[src/rtl/fifo_sync_param.sv]
// fifo_sync_param: single-clock FIFO with generic width/depth, programmable
//   almost-full/almost-empty thresholds, an occupancy count, sticky
//   overflow/underflow flags and an optional first-word-fall-through read port.
// Latency: write->visible 1 cycle; FWFT=0 read data 1 cycle after r_en;
//   FWFT=1 head word presented combinationally from the storage array.
// Backpressure: writes while full and reads while empty are dropped and
//   recorded in the sticky overflow/underflow flags; no pass-through when full.
//
// Ports:
//   clk, rst            rising-edge clock, asynchronous active-high reset
//   w_en, data_in       write request and data
//   r_en                read request (FWFT=1: pop the head word)
//   clr_err             synchronous clear of overflow/underflow
//   data_out            read data (FWFT=1: head word, forced to 0 while empty)
//   full, empty         count == DEPTH, count == 0
//   almost_full/_empty  count >= AF_THRESH, count <= AE_THRESH
//   fifo_cnt            occupancy 0..DEPTH
//   overflow/underflow  sticky error flags

module fifo_sync_param #(
  parameter int DATA_W    = 8,
  parameter int DEPTH     = 16,
  parameter int AF_THRESH = 14,
  parameter int AE_THRESH = 2,
  parameter int FWFT      = 0
) (
  input  logic                      clk,
  input  logic                      rst,
  input  logic                      w_en,
  input  logic [DATA_W-1:0]         data_in,
  input  logic                      r_en,
  input  logic                      clr_err,
  output logic [DATA_W-1:0]         data_out,
  output logic                      full,
  output logic                      empty,
  output logic                      almost_full,
  output logic                      almost_empty,
  output logic [$clog2(DEPTH):0]    fifo_cnt,
  output logic                      overflow,
  output logic                      underflow
);

  localparam int AW = $clog2(DEPTH);
  localparam int CW = AW + 1;

  localparam logic [CW-1:0] DEPTH_C = CW'(DEPTH);
  localparam logic [CW-1:0] AF_C    = CW'(AF_THRESH);
  localparam logic [CW-1:0] AE_C    = CW'(AE_THRESH);

  // Storage: deliberately not reset; the pointers define what is valid.
  logic [DATA_W-1:0] mem_q [DEPTH];

  logic [AW-1:0] wr_ptr_q, wr_ptr_d;
  logic [AW-1:0] rd_ptr_q, rd_ptr_d;
  logic [CW-1:0] cnt_q,    cnt_d;
  logic          full_q,   full_d;
  logic          empty_q,  empty_d;
  logic          af_q,     af_d;
  logic          ae_q,     ae_d;
  logic          ovf_q,    ovf_d;
  logic          udf_q,    udf_d;

  logic          wr_ok;
  logic          rd_ok;

  // ---------------------------------------------------------------------------
  // Next-state logic. Accept decisions use the registered flags, i.e. the state
  // before the edge. Flags are then derived from the next count so they are
  // already correct in the cycle right after the causing edge.
  // ---------------------------------------------------------------------------
  always_comb begin
    wr_ok    = w_en & ~full_q;
    rd_ok    = r_en & ~empty_q;

    wr_ptr_d = wr_ptr_q;
    rd_ptr_d = rd_ptr_q;
    cnt_d    = cnt_q;

    // DEPTH is a power of two, so natural AW-bit overflow is the wrap.
    if (wr_ok) wr_ptr_d = wr_ptr_q + AW'(1);
    if (rd_ok) rd_ptr_d = rd_ptr_q + AW'(1);

    unique case ({wr_ok, rd_ok})
      2'b10:   cnt_d = cnt_q + CW'(1);
      2'b01:   cnt_d = cnt_q - CW'(1);
      default: cnt_d = cnt_q;
    endcase

    // Pointers carry no wrap bit; full/empty come only from the count.
    full_d  = (cnt_d == DEPTH_C);
    empty_d = (cnt_d == '0);
    af_d    = (cnt_d >= AF_C);
    ae_d    = (cnt_d <= AE_C);

    // Clear first, then a new error in the same cycle re-sets the flag.
    ovf_d = ovf_q;
    udf_d = udf_q;
    if (clr_err) begin
      ovf_d = 1'b0;
      udf_d = 1'b0;
    end
    if (w_en & full_q)  ovf_d = 1'b1;
    if (r_en & empty_q) udf_d = 1'b1;
  end

  // ---------------------------------------------------------------------------
  // Control state
  // ---------------------------------------------------------------------------
  always_ff @(posedge clk or posedge rst) begin
    if (rst) begin
      wr_ptr_q <= '0;
      rd_ptr_q <= '0;
      cnt_q    <= '0;
      full_q   <= 1'b0;
      empty_q  <= 1'b1;
      af_q     <= 1'b0;
      ae_q     <= 1'b1;
      ovf_q    <= 1'b0;
      udf_q    <= 1'b0;
    end else begin
      wr_ptr_q <= wr_ptr_d;
      rd_ptr_q <= rd_ptr_d;
      cnt_q    <= cnt_d;
      full_q   <= full_d;
      empty_q  <= empty_d;
      af_q     <= af_d;
      ae_q     <= ae_d;
      ovf_q    <= ovf_d;
      udf_q    <= udf_d;
    end
  end

  // Storage write. Suppressed while reset is held so nothing lands in the
  // array that the (held-at-zero) pointers would later expose.
  always_ff @(posedge clk) begin
    if (wr_ok && !rst) begin
      mem_q[wr_ptr_q] <= data_in;
    end
  end

  // ---------------------------------------------------------------------------
  // Read port
  // ---------------------------------------------------------------------------
  generate
    if (FWFT != 0) begin : g_fwft
      // Head word is always presented; forced to zero while empty so the port
      // is deterministic out of reset rather than showing stale storage.
      assign data_out = empty_q ? '0 : mem_q[rd_ptr_q];
    end else begin : g_std
      logic [DATA_W-1:0] dout_q;

      // Registered read: loads only on an accepted read, holds otherwise.
      always_ff @(posedge clk or posedge rst) begin
        if (rst) begin
          dout_q <= '0;
        end else if (rd_ok) begin
          dout_q <= mem_q[rd_ptr_q];
        end
      end

      assign data_out = dout_q;
    end
  endgenerate

  // ---------------------------------------------------------------------------
  // Outputs
  // ---------------------------------------------------------------------------
  assign full         = full_q;
  assign empty        = empty_q;
  assign almost_full  = af_q;
  assign almost_empty = ae_q;
  assign fifo_cnt     = cnt_q;
  assign overflow     = ovf_q;
  assign underflow    = udf_q;

endmodule

[config.mk]
export PLATFORM = sky130hd
export DESIGN_NAME = fifo_sync_param
export DESIGN_NICKNAME = d
export VERILOG_FILES = /design/src/rtl/fifo_sync_param.sv
export SDC_FILE = /design/constraint.sdc
export NUM_CORES = 1
export LEC_CHECK = 0
export CORE_UTILIZATION = 40
export DETAILED_ROUTE_END_ITERATION = 8
export PLACE_DENSITY = 0.59
export SYNTH_ARGS = -nofsm -noshare
export SYNTH_HDL_FRONTEND = slang
export SYNTH_SLANG_ARGS = --single-unit
[constraint.sdc]
create_clock -name clk -period 2.45 [get_ports clk]
set_clock_uncertainty 0.05 [all_clocks]
set_input_delay 0.49 -clock clk [delete_from_list [all_inputs] [get_ports clk]]
set_output_delay 0.49 -clock clk [all_outputs]
set_load 0.05 [all_outputs]
; ---- Word level (Yosys, flattened, before mapping)
; Memory sizes are Yosys's and may differ from the RTL's. A register that Yosys moved wholly into a read port is not among the register bits.
; Cells that the tools add are included.
[op_classes]
n_reduce_logical = 5
order_cmp = 2
n_eq_ne = 3
bitwise = 6
multipliers = 0
n_mux = 6
add_sub_neg = 4
div = 0
shift = 0
[op_table]
columns = op, count
row1 = 5-bit one-hot mux with 2 select lines, 1
row2 = "4-bit by 1-bit adder with 4-bit output, second input constant", 2
row3 = "5-bit by 1-bit adder with 5-bit output, second input constant", 1
row4 = "5-bit == test, second input constant", 1
row5 = "5-bit by 4-bit greater-or-equal comparator with 1-bit output, second input constant", 1
row6 = "5-bit by 2-bit <= comparator with 1-bit output, second input constant", 1
row7 = 5-bit zero test, 1
row8 = 1-bit 2-to-1 mux, 5
row9 = "5-bit by 1-bit subtractor with 5-bit output, second input constant", 1
row10 = 1-bit AND, 4
row11 = 2-bit nonzero test, 2
row12 = "2-bit by 1-bit == test with 1-bit output, second input constant", 1
row13 = "2-bit == test, second input constant", 1
row14 = 1-bit inverter, 2
row15 = 1-bit logical AND, 1
row16 = 1-bit zero test, 1
[totals]
latch_bits = 0
ram_bits = 128
mem_bits_ro = 0
memories = 1
reg_bits = 19
in_bits = 13
[memory_table]
columns = memory, depth, word_bits, rd, rd_clocked_by_memory_dff, write_ports, line_no
row1 = mem_q, 16, 8, 1, 1, 1, 51  ; logic [DATA_W-1:0] mem_q [DEPTH];

; ---- Logic depth before layout (Yosys ltp)
; Gate-level depths: netlist of run 1.
[depth]
depth_word = 5
depth_mapped = 11
mapped_depth_nobuf = 10

; ---- Worst setup path before layout of run 1
; No wires, ideal clock.
[synth_timing]
path_type = reg2reg
from = reg empty_q, in the netlist empty
to = reg ae_q, in the netlist almost_empty
setup_ps = 99
path_stages_with_launch = 12
arrival_ps = 2367
period_less_slack_ps = 2517
path_slack_ps = -67
cell_sequence = dfstp_2 nand2b_4 inv_2 buf_6 nand2_4 xnor2_1 ha_1 nor4b_1 nor4_1 o21ai_1 nand3_2 a2111oi_4
[synth_between]
elab_chain_cells = 5
word_cells_on_any_way = 6
[synth_lines]
columns = element, line_no
row1 = from (decl), 57  ; logic empty_q, empty_d;
row2 = from (signal assigned), 125  ; empty_q <= empty_d;
row3 = 1-bit inverter (*), 73  ; rd_ok = r_en & ~empty_q;
row4 = 1-bit AND (*), 73
row5 = 2-bit by 1-bit == test with 1-bit output or 2-bit == test (tied branches), 83  ; unique case ({wr_ok, rd_ok})
row6 = 5-bit one-hot mux with 2 select lines (*), 83
row7 = via cnt_d[4], 55  ; logic [CW-1:0] cnt_q, cnt_d;
row8 = 5-bit by 2-bit <= comparator with 1-bit output (*), 93  ; ae_d = (cnt_d <= AE_C);
row9 = via ae_d, 59  ; logic ae_q, ae_d;
row10 = to (signal assigned), 117  ; ae_q <= 1'b1;
row11 = to (signal assigned), 127  ; ae_q <= ae_d;
row12 = to (decl), 59
; The timed path passes the listed nets; every way through them passes the cells marked *.
; A chain may end at the register's enable or synchronous reset.

; ---- Worst setup path after layout of run 1
[layout_timing]
from = in w_en
to = reg full_q, in the netlist full
[layout_between]
elab_chain_cells = 4
word_cells_on_any_way = 5
[layout_lines]
columns = element, line_no
row1 = from (decl), 29  ; input logic w_en,
row2 = 1-bit AND (*), 72  ; wr_ok = w_en & ~full_q;
row3 = 2-bit by 1-bit == test with 1-bit output or 2-bit == test (tied branches), 83
row4 = 5-bit one-hot mux with 2 select lines (*), 83
row5 = via cnt_d[4], 55
row6 = 5-bit == test (*), 90  ; full_d = (cnt_d == DEPTH_C);
row7 = via full_d, 56  ; logic full_q, full_d;
row8 = to (signal assigned), 124  ; full_q <= full_d;
row9 = to (decl), 56
; Marks and branches as above.

==> insert_results.sql, run 1 <==
INSERT INTO impl_metrics (metric_group, metric, value, unit) VALUES
('status', 'outcome', 'complete, no violations', ''),
('timing', 'setup_ws', '0.09702', 'ns'),
('logic_synthesis', 'synth_largest_area_cell', 'sky130_fd_sc_hd__edfxtp_1', ''),
('drt', 'first_iter_violations', '274', ''),
('place', 'buffer_ports.inserted', '31', ''),
('logic_synthesis', 'unique_masters_post_synth', '46', ''),
('clocking', 'postCtsResizedCells', '0', ''),
('clocking', 'clock_tree_from_tritoncts', 'done', ''),
('clocking', 'cts.htree.levels', '4', ''),
('critical_path', 'crit-reg2reg-launch', 'empty$_DFF_PP1_', ''),
('drt', 'detail_route.vias_per_cell', '5.142', ''),
('place', 'finalWeightedCongestion', '0.7529', ''),
('logic_synthesis', 'netlist_instances', '346', ''),
('timing', 'timing.final.crit_period', '2.353', 'ns'),
('drt', 'avgRoutedWirePerCell', '19.60', 'µm'),
('final_layout', 'design.final.nets', '430', ''),
('logic_synthesis', 'synthDominantCellAreaShare', '0.6066', ''),
('logic_synthesis', 'ys_top_cells_by_area', 'sky130_fd_sc_hd__edfxtp_1, sky130_fd_sc_hd__mux4_2, sky130_fd_sc_hd__dfrtp_1', ''),
('timing', 'report.final.hold_viol_count', '0', ''),
('power', 'powerDensity', '1207', 'nW/µm²'),
('logic_synthesis', 'synth.yosys.warnings', '0', ''),
('power', 'finalPower', '9.281', 'mW'),
('floorplanning', 'io_pins', '32', ''),
('hold_path', 'min_path_type', 'in -> async', ''),
('global_routing', 'vias_in_the_first_global_route', '3370', ''),
('timing', 'fmaxAchievable', '425.0', 'MHz'),
('clocking', 'postCtsHoldBufs', '0', ''),
('global_routing', 'grt_start_max_net_pins', '36', ''),
('logic_synthesis', 'syn_area', '6336', 'µm²'),
('logic_synthesis', 'syn_area_per_cell', '18.31', 'µm²'),
('critical_path', 'worst-path-max-fanout', '7', ''),
('floorplanning', 'die_h', '127.9', 'µm'),
('critical_path', 'timing.critical_path.cells', 'clkdlybuf4s50_1 > nor2b_2 > inv_2 > nand2_4 > xnor2_1 > ha_2 > and4b_1 > o22ai_1 > a211o_1 > nand3_4 > nor4b_4', ''),
('clocking', 'cts.reportedPaths.clkPinSlew', '0.06', 'ns'),
('critical_path', 'worst_ep_arrival_time', '2.62', 'ns'),
('timing', 'slew_violations', '0', ''),
('global_routing', 'grt_pass1_wl', '19500', 'µm'),
('floorplanning', 'initial_utilization', '0.4137', ''),
('drt', 'detail_route.first_pass.iterations', '5', ''),
('logic_synthesis', 'synth_sequential_area_ratio', '0.7137', ''),
('power', 'ir_worst_vdd', '0.5797', 'mV'),
('drt', 'drc', '0', ''),
('critical_path', 'critical_path.reg2reg.endpoint', 'full$_DFF_PP0_', ''),
('logic_synthesis', 'synth_fp_nets', '366', ''),
('drt', 'drt.antenna.violating_nets', '0', ''),
('clocking', 'cts_buffers', '17', ''),
('critical_path', 'reg2reg_slack', '0.15', 'ns'),
('timing', 'final_min_period_over_clock_period', '0.9604', ''),
('critical_path', 'timing.critical_path.required', '2.72', 'ns'),
('clocking', 'worst_skew_pair.late_latency', '0.42', 'ns'),
('place', 'detailedPlacementHpwl', '7979', 'µm'),
('global_routing', 'antenna_found_initial', '0', ''),
('drt', 'vias', '3260', ''),
('clocking', 'cts_max_path_buffers', '2', ''),
('clocking', 'numClockSinks', '155', ''),
('power', 'power_leakage', '2.657', 'nW'),
('critical_path', 'cell_depth_of_the_worst_flop_to_flop_path', '10', ''),
('final_layout', 'antenna_cells', '0', ''),
('clocking', 'cts_setup_buffers', '0', ''),
('floorplanning', 'die-width', '127.9', 'µm'),
('place', 'placedInstanceArea', '7066', 'µm²'),
('global_routing', 'remaining_global_route_overflow', '0', ''),
('timing', 'timing.slew.headroom', '0.5146', ''),
('critical_path', 'timing.critical_path.to_type', 'flop', ''),
('floorplanning', 'num_rows', '45', ''),
('global_routing', 'grt_usage', '0.1692', ''),
('final_layout', 'finish.instance_area', '7689', 'µm²'),
('drt', 'detail_route.wirelength', '12430', 'µm'),
('critical_path', 'worstSetupPathType', 'in -> reg', ''),
('critical_path', 'critical-path-max-stage-delay', '0.47', 'ns'),
('final_layout', 'fillCellCount', '1283', '');
-- cells in the mapped netlist, drive strengths merged --
master / instances
a2111oi: 1
a211o: 1
a21boi: 1
a21oi: 11
a31o: 1
a41oi: 1
and2b: 1
and4b: 1
buf: 16
clkbuf: 2
dfrtp: 25
dfstp: 2
edfxtp: 128
ha: 7
inv: 9
mux2: 1
mux2i: 16
mux4: 32
nand2: 17
nand2b: 4
nand3: 1
nand4: 2
nor2: 15
nor2b: 2
nor3: 15
nor3b: 1
nor4: 2
nor4b: 2
o2111ai: 1
o211ai: 2
o21ai: 14
o22ai: 2
xnor2: 9
xor2: 1
-- registers in the layout, indices dropped and copies added (netlist names) --
register,cells
mem_q,128
data_out,8
fifo_cnt,5
rd_ptr_q,4
wr_ptr_q,4
almost_empty,1
almost_full,1
empty,1
full,1
overflow,1
underflow,1
-- area by class of cell --
type                            count  area (µm²)  area share
Clock buffer                       18       429.2     0.05582
Inverter                            9       33.78    0.004394
Tap cell                          211       264.0     0.03434
Clock inverter                     14       167.7     0.02181
Timing Repair Buffer               63       578.1     0.07518
Sequential cell                   155        4523      0.5883
Multi-Input combinational cell    164        1693      0.2202
-- logic make-up (layout without fill, tap and decap cells) --
family	after synthesis	in the layout	synth area share
fa+ha+maj	7	7	0.01382
simple gates	63	63	0.05450
buf+inv	27	104	0.02429
flops	155	155	0.7137
compound gates	35	35	0.03673
mux	49	49	0.1408
xor+xnor	10	10	0.01619
-- metal layers --
layer	GRT usage	vias to the layer above	wire length, µm
met5	0	-	0
met4	0.06228	0	122
met3	0.03965	10	773
met2	0.2609	83	6053
met1	0.2354	1681	5479
li1	-	1486	-
-- stage by stage --
stage	setup TNS, ns	hold WS (ns)	instances	utilization
after floorplan	0	0.4912	346	-
after global placement	-1.378	0.4368	602	0.4614
after detailed placement	-3.501	0.4517	602	0.4614
after CTS	0	0.3881	634	0.5003
after global routing	-0.03539	0.4382	634	0.5020
final	0	0.3960	634	0.5020
-- how the worst max path moves through the flow --
stage / from / end / depth (start not counted)
finish: w_en / full$_DFF_PP0_ / 11
global route: w_en / full$_DFF_PP0_ / 11
CTS: fifo_cnt[3]$_DFF_PP0_ / fifo_cnt[3] / 1
detailed placement: w_en / full$_DFF_PP0_ / 11
global placement: r_en / full$_DFF_PP0_ / 11
floorplan: empty$_DFF_PP1_ / full$_DFF_PP0_ / 11
-- critical path, delay by kind of cell --
family,cells,cell delay [ns]
buffers and inverters,2,0.55
XOR/XNOR,1,0.11
AND/OR/NAND/NOR,5,0.80
AO/OA/AOI/OAI,2,0.40
adder cells (fa/ha/maj),1,0.27
-- where the power goes --
| part | internal, mW | switching, mW | total, mW | leakage (nW) |
|---|---|---|---|---|
| clock | 1.61 | 1.03 | 2.64 | 0.294 |
| combinational | 1.38 | 1.74 | 3.12 | 0.890 |
| sequential | 3.18 | 0.339 | 3.52 | 1.47 |
| total | 6.17 | 3.11 | 9.28 | 2.66 |
-- placed cells by master, fill, tap and decap left out, types with 3 or more instances in the layout --
master	instances
sky130_fd_sc_hd__mux4_2	32
sky130_fd_sc_hd__nor2_1	15
sky130_fd_sc_hd__bufinv_16	3
sky130_fd_sc_hd__edfxtp_1	128
sky130_fd_sc_hd__o21ai_1	9
sky130_fd_sc_hd__xnor2_1	7
sky130_fd_sc_hd__ha_1	6
sky130_fd_sc_hd__buf_4	30
sky130_fd_sc_hd__nand2b_1	3
sky130_fd_sc_hd__inv_6	3
sky130_fd_sc_hd__dfrtp_1	24
sky130_fd_sc_hd__clkinv_2	4
sky130_fd_sc_hd__mux2i_1	16
sky130_fd_sc_hd__nor3_1	14
sky130_fd_sc_hd__nand2_1	16
sky130_fd_sc_hd__inv_1	7
sky130_fd_sc_hd__clkdlybuf4s50_1	30
sky130_fd_sc_hd__a21oi_1	11
sky130_fd_sc_hd__clkbuf_16	17
sky130_fd_sc_hd__o21ai_0	5
No activity file was read; power rests on OpenSTA's default activity.
==> inputs of run 2 (changes only) <==
--- a/config.mk
+++ b/config.mk
@@ -5,8 +5,10 @@
 export SDC_FILE = /design/constraint.sdc
 export NUM_CORES = 1
 export LEC_CHECK = 0
+export CAP_MARGIN = 5
 export CORE_UTILIZATION = 40
 export DETAILED_ROUTE_END_ITERATION = 8
+export GPL_TIMING_DRIVEN = 0
 export PLACE_DENSITY = 0.59
 export SYNTH_ARGS = -nofsm -noshare
 export SYNTH_HDL_FRONTEND = slang
==> run 2 against run 1 <==
Non-clock buffer count is 7 lower. Setup slack worse by 0.051 ns. Register-to-register slack worse by 0.10 ns. Sequential power is 3% lower. Clock power is 13% higher. Fmax is 2.1% lower. Sequential share of layout area is 0.82 points lower. Largest cell class unchanged. Combinational power is 12% higher. Via count is 0.86% lower. Wire length is 8.2% higher. Critical endpoint is now almost_full$_DFF_PP0_. Largest power group is now combinational cells. Hold slack better by 0.055 ns. First-iteration DRC count is 14% lower.
==> insert_results.sql, run 2 (same netlist as run 1, synthesis figures left out) <==
INSERT INTO impl_metrics (metric_group, metric, value, unit) VALUES
('critical_path', 'worst_setup_path_endpoint', 'almost_full$_DFF_PP0_', ''),
('critical_path', 'cell_depth_of_the_worst_flop_to_flop_path', '12', ''),
('drt', 'drc', '0', ''),
('power', 'ir_worst_vdd', '0.5459', 'mV'),
('floorplanning', 'fp.dieArea', '16350', 'µm²'),
('critical_path', 'worst-path-max-fanout', '10', ''),
('timing', 'timing.final.crit_period', '2.404', 'ns'),
('floorplanning', 'initial_utilization', '0.4137', ''),
('global_routing', 'grt_usage', '0.1811', ''),
('drt', 'detail_route.first_pass.iterations', '4', ''),
('final_layout', 'mostFrequentLayoutCells', 'sky130_fd_sc_hd__edfxtp_1, sky130_fd_sc_hd__mux4_2, sky130_fd_sc_hd__clkdlybuf4s50_1, sky130_fd_sc_hd__dfrtp_1, sky130_fd_sc_hd__clkbuf_16', ''),
('clocking', 'cts_buffers', '17', ''),
('place', 'buffer_ports.inserted', '31', ''),
('power', 'power.internal', '6.532', 'mW'),
('timing', 'timing.slew.headroom', '0.2590', ''),
('final_layout', 'stdcell_count', '628', ''),
('clocking', 'cts.htree.levels', '4', ''),
('drt', 'avgRoutedWirePerCell', '21.40', 'µm'),
('power', 'powerDensity', '1263', 'nW/µm²'),
('clocking', 'cts_max_path_buffers', '2', ''),
('power', 'combPwrFrac', '0.354', ''),
('power', 'power_frac_clock', '0.301', ''),
('power', 'netsw', '3.313', 'mW'),
('timing', 'report.final.hold_viol_count', '0', ''),
('critical_path', 'crit-reg2reg-launch', 'empty$_DFF_PP1_', ''),
('critical_path', 'worst_ep_arrival_time', '2.67', 'ns'),
('critical_path', 'timing.critical_path.required', '2.72', 'ns'),
('final_layout', 'area.growth.synth_to_final', '23.03', '%'),
('place', 'place.detailed.instances', '588', ''),
('timing', 'worst_slew_pin_slew', '1.110', 'ns'),
('final_layout', 'most_common_cell_after_layout_fill_and_taps_aside', 'sky130_fd_sc_hd__edfxtp_1', ''),
('final_layout', 'finish.utilization', '0.5090', ''),
('clocking', 'worst_skew_pair.late_latency', '0.43', 'ns'),
('hold_path', 'min_path_type', 'in -> reg', ''),
('power', 'p_sw_frac', '0.3365', ''),
('global_routing', 'remaining_global_route_overflow', '0', ''),
('power', 'pwr-share-seq', '0.345', ''),
('place', 'finalWeightedCongestion', '0.7632', ''),
('clocking', 'numClockSinks', '155', ''),
('status', 'outcome', 'complete, no violations', ''),
('drt', 'vias', '3232', ''),
('clocking', 'cts.reportedPaths.clkPinSlew', '0.06', 'ns'),
('timing', 'final_min_period_over_clock_period', '0.9811', ''),
('run', 'max_cap_violations', '0', ''),
('critical_path', 'reg2reg_slack', '0.05', 'ns'),
('clocking', 'clock_tree_from_tritoncts', 'done', ''),
('final_layout', 'design.final.nets', '423', ''),
('hold_path', 'min_delay_path_depth', '3', ''),
('timing', 'fmaxAchievable', '416.0', 'MHz'),
('place', 'detailedPlacementHpwl', '8787', 'µm'),
('final_layout', 'multi_input_gate_area', '1814', 'µm²'),
('critical_path', 'critical_path_source_type', 'flop', ''),
('timing', 'final-setup-viol-count', '0', ''),
('timing', 'slew_violations', '0', ''),
('critical_path', 'setup.worst_path.start', 'empty$_DFF_PP1_', ''),
('final_layout', 'ff_latch_area', '4522', 'µm²'),
('floorplanning', 'io_pins', '32', ''),
('final_layout', 'final_layout_size_suffix_gt1_frac', '0.2933', ''),
('floorplanning', 'core-area', '15310', 'µm²'),
('drt', 'detail_route.vias_per_cell', '5.146', ''),
('critical_path', 'timing.critical_path.to_type', 'flop', ''),
('global_routing', 'antenna_found_initial', '0', ''),
('global_routing', 'vias_in_the_first_global_route', '3356', ''),
('power', 'power_leakage', '2.645', 'nW'),
('final_layout', 'registers.top_by_ff_count', 'mem_q', ''),
('drt', 'first_iter_violations', '235', ''),
('critical_path', 'worstSetupPathType', 'reg -> reg', ''),
('drt', 'detail_route.wirelength', '13440', 'µm'),
('floorplanning', 'die_h', '127.9', 'µm'),
('clocking', 'clock-root-buffer', 'sky130_fd_sc_hd__clkbuf_16', ''),
('floorplanning', 'num_rows', '45', ''),
('floorplanning', 'die-width', '127.9', 'µm'),
('timing', 'timing.setup.tns', '0', 'ns'),
('global_routing', 'grt_pass1_wl', '20420', 'µm'),
('final_layout', 'fillCellCount', '1299', ''),
('final_layout', 'largest_reg_flops', '128', ''),
('timing', 'worst_hold_slack', '0.4508', 'ns'),
('critical_path', 'critical_path.reg2reg.endpoint', 'almost_full$_DFF_PP0_', ''),
('drt', 'drt.antenna.violating_nets', '0', ''),
('global_routing', 'grt_start_max_net_pins', '28', '');
[run 2: cell count changes in the layout (fill, tap and decap cells not counted), moves of 3 or more]
cell and change:
sky130_fd_sc_hd__nor2_2 +11, sky130_fd_sc_hd__buf_2 +6, sky130_fd_sc_hd__nor2_1 -11, sky130_fd_sc_hd__bufinv_16 +3, sky130_fd_sc_hd__buf_1 +3, sky130_fd_sc_hd__clkinv_2 -3, sky130_fd_sc_hd__nor3_4 +3, sky130_fd_sc_hd__nor3_1 -4
sky130_fd_sc_hd__buf_4 -21, sky130_fd_sc_hd__buf_6 +4
[run 2: critical path, cell delays in order (launching register included)]
cell and delay [ns]:
sky130_fd_sc_hd__dfstp_2 0.53, sky130_fd_sc_hd__nand2b_4 0.12, sky130_fd_sc_hd__inv_2 0.04, sky130_fd_sc_hd__buf_8 0.14
sky130_fd_sc_hd__nand2_4 0.07, sky130_fd_sc_hd__xnor2_2 0.13, sky130_fd_sc_hd__ha_4 0.22, sky130_fd_sc_hd__nor4b_4 0.21
sky130_fd_sc_hd__nor4_1 0.08, sky130_fd_sc_hd__o21ai_1 0.22, sky130_fd_sc_hd__nand3_4 0.15, sky130_fd_sc_hd__buf_4 0.16
sky130_fd_sc_hd__a31o_1 0.17
[run 2: layout make-up]
type / count / area share
Clock buffer: 18 / 0.05506
Timing Repair Buffer: 38 / 0.04671
Antenna cell: 1 / 0.0003210
Sequential cell: 155 / 0.5801
Clock inverter: 14 / 0.03066
Multi-Input combinational cell: 164 / 0.2327
Inverter: 9 / 0.004655
Tap cell: 211 / 0.03387
Buffer: 18 / 0.01589
[run 2: power groups by stage]
stage	combinational (mW)	sequential, mW	clock [mW]
after floorplan	1.92	3.84	0
after global placement	3.21	3.43	0
after detailed placement	3.27	3.45	0
after CTS	3.36	3.39	3.01
after global routing	3.71	3.44	3.13
final	3.48	3.40	2.97
[run 2: worst min path at each step]
stage / start / to
6_report: r_en / underflow$_DFFE_PP0P_
5_1_grt: r_en / underflow$_DFFE_PP0P_
4_1_cts: r_en / underflow$_DFFE_PP0P_
3_5_place_dp: data_out[0]$_DFFE_PP0P_ / data_out[0]$_DFFE_PP0P_
3_3_place_gp: data_out[1]$_DFFE_PP0P_ / data_out[1]$_DFFE_PP0P_
2_1_floorplan: rst / almost_full$_DFF_PP0_
[run 2: routing by layer]
metal | global-route usage | vias to the layer above | part of all wire
met5 | 0 | - | 0
met4 | 0.06228 | 0 | 0.0077
met3 | 0.05968 | 8 | 0.062
met2 | 0.2823 | 65 | 0.49
met1 | 0.2392 | 1677 | 0.44
li1 | - | 1482 | -
[run 2: repair_timing]
item,CTS,global route
hold buffers,0,0
pin swaps,1,12
gates cloned,0,0
buffers inserted,2,5
setup endpoints to repair,43,83
resized for setup,12,21
[run 2: stage by stage]
stage,cell area (µm²),setup slack (ns),total power [mW]
finish,7795,0.04626,9.845
global route,7792,-0.04706,10.28
CTS,7657,-0.009868,9.755
detailed placement,6929,-0.8149,6.719
global placement,6919,-0.8635,6.638
floorplan,6345,0.009607,5.762
==> inputs of run 3 (changes only) <==
--- a/config.mk
+++ b/config.mk
@@ -6,7 +6,9 @@
 export NUM_CORES = 1
 export LEC_CHECK = 0
 export CAP_MARGIN = 5
+export CORE_MARGIN = 2
 export CORE_UTILIZATION = 40
+export CTS_CLUSTER_DIAMETER = 50
 export DETAILED_ROUTE_END_ITERATION = 8
 export GPL_TIMING_DRIVEN = 0
 export PLACE_DENSITY = 0.59
==> run 3 against run 2 <==
Cell count rose by 0.48%. Critical path depth fell by 6. Die area rose by 3.2%. Non-clock buffer count did not move. Register-to-register slack improved by 0.09 ns. Global-route usage fell by 1.2 points. Final area fell by 2.1%. Combinational power fell by 3%. Power fell by 6.2%. Critical endpoint is now mem_q[14][3]$_DFFE_PP_.
==> insert_results.sql, run 3 (same netlist as run 1, synthesis figures left out) <==
INSERT INTO impl_metrics (metric_group, metric, value, unit) VALUES
('status', 'outcome', 'complete, no violations', ''),
('power', 'ir_worst_vdd', '0.6147', 'mV'),
('final_layout', 'stdcell_count', '631', ''),
('final_layout', 'most_common_cell_after_layout_fill_and_taps_aside', 'sky130_fd_sc_hd__edfxtp_1', ''),
('timing', 'report.final.hold_viol_count', '0', ''),
('floorplanning', 'initial_utilization', '0.4047', ''),
('global_routing', 'grt-busiest-layer', 'met2', ''),
('global_routing', 'vias_in_the_first_global_route', '3284', ''),
('hold_path', 'min_path_type', 'reg -> reg', ''),
('clocking', 'cts_max_path_buffers', '2', ''),
('final_layout', 'mostFrequentLayoutCells', 'sky130_fd_sc_hd__edfxtp_1, sky130_fd_sc_hd__mux4_2, sky130_fd_sc_hd__clkdlybuf4s50_1, sky130_fd_sc_hd__dfrtp_1, sky130_fd_sc_hd__clkbuf_16', ''),
('final_layout', 'finish.instance_area', '7634', 'µm²'),
('critical_path', 'worst-path-max-fanout', '8', ''),
('drt', 'avgRoutedWirePerCell', '20.57', 'µm'),
('clocking', 'cts.reportedPaths.clkPinSlew', '0.06', 'ns'),
('clocking', 'cts.htree.levels', '4', ''),
('power', 'powerDensity', '1209', 'nW/µm²'),
('critical_path', 'timing.critical_path.to_type', 'flop', ''),
('timing', 'timing.slew.headroom', '0.2495', ''),
('timing', 'timing.setup.tns', '0', 'ns'),
('final_layout', 'final_layout_size_suffix_gt1_frac', '0.2771', ''),
('global_routing', 'use_met3', '0.04059', ''),
('global_routing', 'grt_start_max_net_pins', '28', ''),
('timing', 'rsz0062_at_grt', 'true', ''),
('global_routing', 'grt_pass1_wl', '19950', 'µm'),
('timing', 'slew_violations', '0', ''),
('power', 'finalPower', '9.232', 'mW'),
('global_routing', 'remaining_global_route_overflow', '0', ''),
('place', 'detailedPlacementHpwl', '8445', 'µm'),
('timing', 'fmaxAchievable', '408.2', 'MHz'),
('final_layout', 'antenna_cells', '0', ''),
('critical_path', 'timing.critical_path.depth', '6', ''),
('final_layout', 'registers.top_by_ff_count', 'mem_q', ''),
('global_routing', 'grt_usage', '0.1693', ''),
('floorplanning', 'core-area', '15660', 'µm²'),
('drt', 'vias', '3252', ''),
('hold_path', 'min_delay_path_depth', '2', ''),
('final_layout', 'area.growth.synth_to_final', '20.48', '%'),
('clocking', 'worst_skew_pair.late_latency', '0.41', 'ns'),
('timing', 'final-setup-viol-count', '0', ''),
('global_routing', 'groute.layer.met2.usage', '0.2636', ''),
('floorplanning', 'die-width', '129.9', 'µm'),
('critical_path', 'timing.critical_path.slowest_stage_cell', 'sky130_fd_sc_hd__nor2_1', ''),
('floorplanning', 'io_pins', '32', ''),
('power', 'power_leakage', '2.586', 'nW'),
('timing', 'final_min_period_over_clock_period', '1.000', ''),
('global_routing', 'grtUsageMet1', '0.2377', ''),
('timing', 'worst_slew_pin_slew', '1.125', 'ns'),
('floorplanning', 'die_h', '129.9', 'µm'),
('timing', 'timing.final.crit_period', '2.450', 'ns'),
('run', 'max_cap_violations', '0', ''),
('drt', 'detail_route.wirelength', '12980', 'µm'),
('critical_path', 'crit_buf_inv', '2', ''),
('floorplanning', 'fp.dieArea', '16860', 'µm²'),
('drt', 'detail_route.vias_per_cell', '5.154', ''),
('critical_path', 'most_numerous_cell_on_the_critical_path', 'sky130_fd_sc_hd__nor2_1', ''),
('clocking', 'clock_tree_from_tritoncts', 'done', ''),
('critical_path', 'timing.critical_path.required', '2.43', 'ns'),
('place', 'finalWeightedCongestion', '0.8019', ''),
('global_routing', 'antenna_found_initial', '0', ''),
('clocking', 'clock-root-buffer', 'sky130_fd_sc_hd__clkbuf_16', ''),
('place', 'buffer_ports.inserted', '31', ''),
('drt', 'first_iter_violations', '222', ''),
('clocking', 'numClockSinks', '155', ''),
('drt', 'drc', '0', ''),
('timing', 'worst_hold_slack', '0.4628', 'ns'),
('drt', 'detail_route.first_pass.iterations', '5', ''),
('critical_path', 'worst_ep_arrival_time', '2.43', 'ns'),
('critical_path', 'timing.critical_path.cells', 'clkdlybuf4s50_1 > nor2b_4 > inv_2 > nor2_1 > nand2_1 > nor2_1', ''),
('final_layout', 'design.final.nets', '423', ''),
('place', 'place.detailed.instances', '595', ''),
('place', 'placedInstanceArea', '6935', 'µm²'),
('critical_path', 'crit_family', 'simple AND/OR/NAND/NOR gates', ''),
('clocking', 'cts_buffers', '17', ''),
('critical_path', 'critical-path-max-stage-delay', '0.79', 'ns'),
('critical_path', 'cell_depth_of_the_worst_flop_to_flop_path', '11', ''),
('floorplanning', 'num_rows', '46', ''),
('drt', 'drt.antenna.violating_nets', '0', ''),
('final_layout', 'largest_reg_flops', '128', ''),
('critical_path', 'worstSetupPathType', 'in -> reg', ''),
('critical_path', 'critical_path_source_type', 'primary input', '');
==> run 3: timing repair <==
item                                    in CTS  in global routing
gates resized for setup                     14                 10
hold buffers                                 0                  0
endpoints found under the setup margin      60                 44
pin swaps                                    0                  8
buffers inserted                             0                  5
==> run 3: final cells by class <==
cell class	count	area, µm²
plain buffers	18	123.9
well taps	216	270.3
fillers	1344	8021
flip-flops and latches	155	4522
clock inverters	14	130.1
clock buffers	17	425.4
repair buffers	38	356.6
inverters	9	33.78
multi-input cells	164	1772
==> run 3: report_power, final <==
group | switching [mW] | leakage [nW] | internal, mW
Clock | 0.993 | 0.277 | 1.48
Sequential | 0.212 | 1.47 | 3.18
Combinational | 1.98 | 0.836 | 1.39
Total | 3.18 | 2.59 | 6.05
==> run 3: path summary, 6_finish.rpt <==
check	start	end	slack (ns)
max	w_en	mem_q[14][3]$_DFFE_PP_	0.00005
min	data_out[1]$_DFFE_PP0P_	data_out[1]$_DFFE_PP0P_	0.46
max reg2reg	empty$_DFF_PP1_	full$_DFF_PP0_	0.14
min reg2reg	data_out[1]$_DFFE_PP0P_	data_out[1]$_DFFE_PP0P_	0.46
max in group asynchronous	rst	rd_ptr_q[2]$_DFFE_PP0P_	0.99
min in group asynchronous	rst	fifo_cnt[4]$_DFF_PP0_	0.68
==> run 3: worst register-to-register path, stage by stage, from the launching register on <==
cell	delay, ns
sky130_fd_sc_hd__dfstp_2	0.53
sky130_fd_sc_hd__nand2b_4	0.13
sky130_fd_sc_hd__inv_2	0.05
sky130_fd_sc_hd__buf_8	0.12
sky130_fd_sc_hd__nand2_4	0.06
sky130_fd_sc_hd__xnor2_2	0.12
sky130_fd_sc_hd__ha_4	0.20
sky130_fd_sc_hd__and4b_1	0.21
sky130_fd_sc_hd__o22ai_1	0.08
sky130_fd_sc_hd__a211o_1	0.34
sky130_fd_sc_hd__nand3_4	0.14
sky130_fd_sc_hd__nor4b_4	0.20
==> run 3: through the flow <==
step	worst slack, ns	util
6_report	0.00004929	0.4876
3_5_place_dp	-0.6787	0.4430
3_3_place_gp	-0.7834	0.4424
5_1_grt	-0.07249	0.4876
2_1_floorplan	0.009607	-
4_1_cts	0.006014	0.4815
==> run 3: per-layer routing <==
metal	vias up	share of wire
li1	1477	-
met1	1668	0.45
met2	84	0.50
met3	23	0.042
met4	0	0.012
met5	-	0
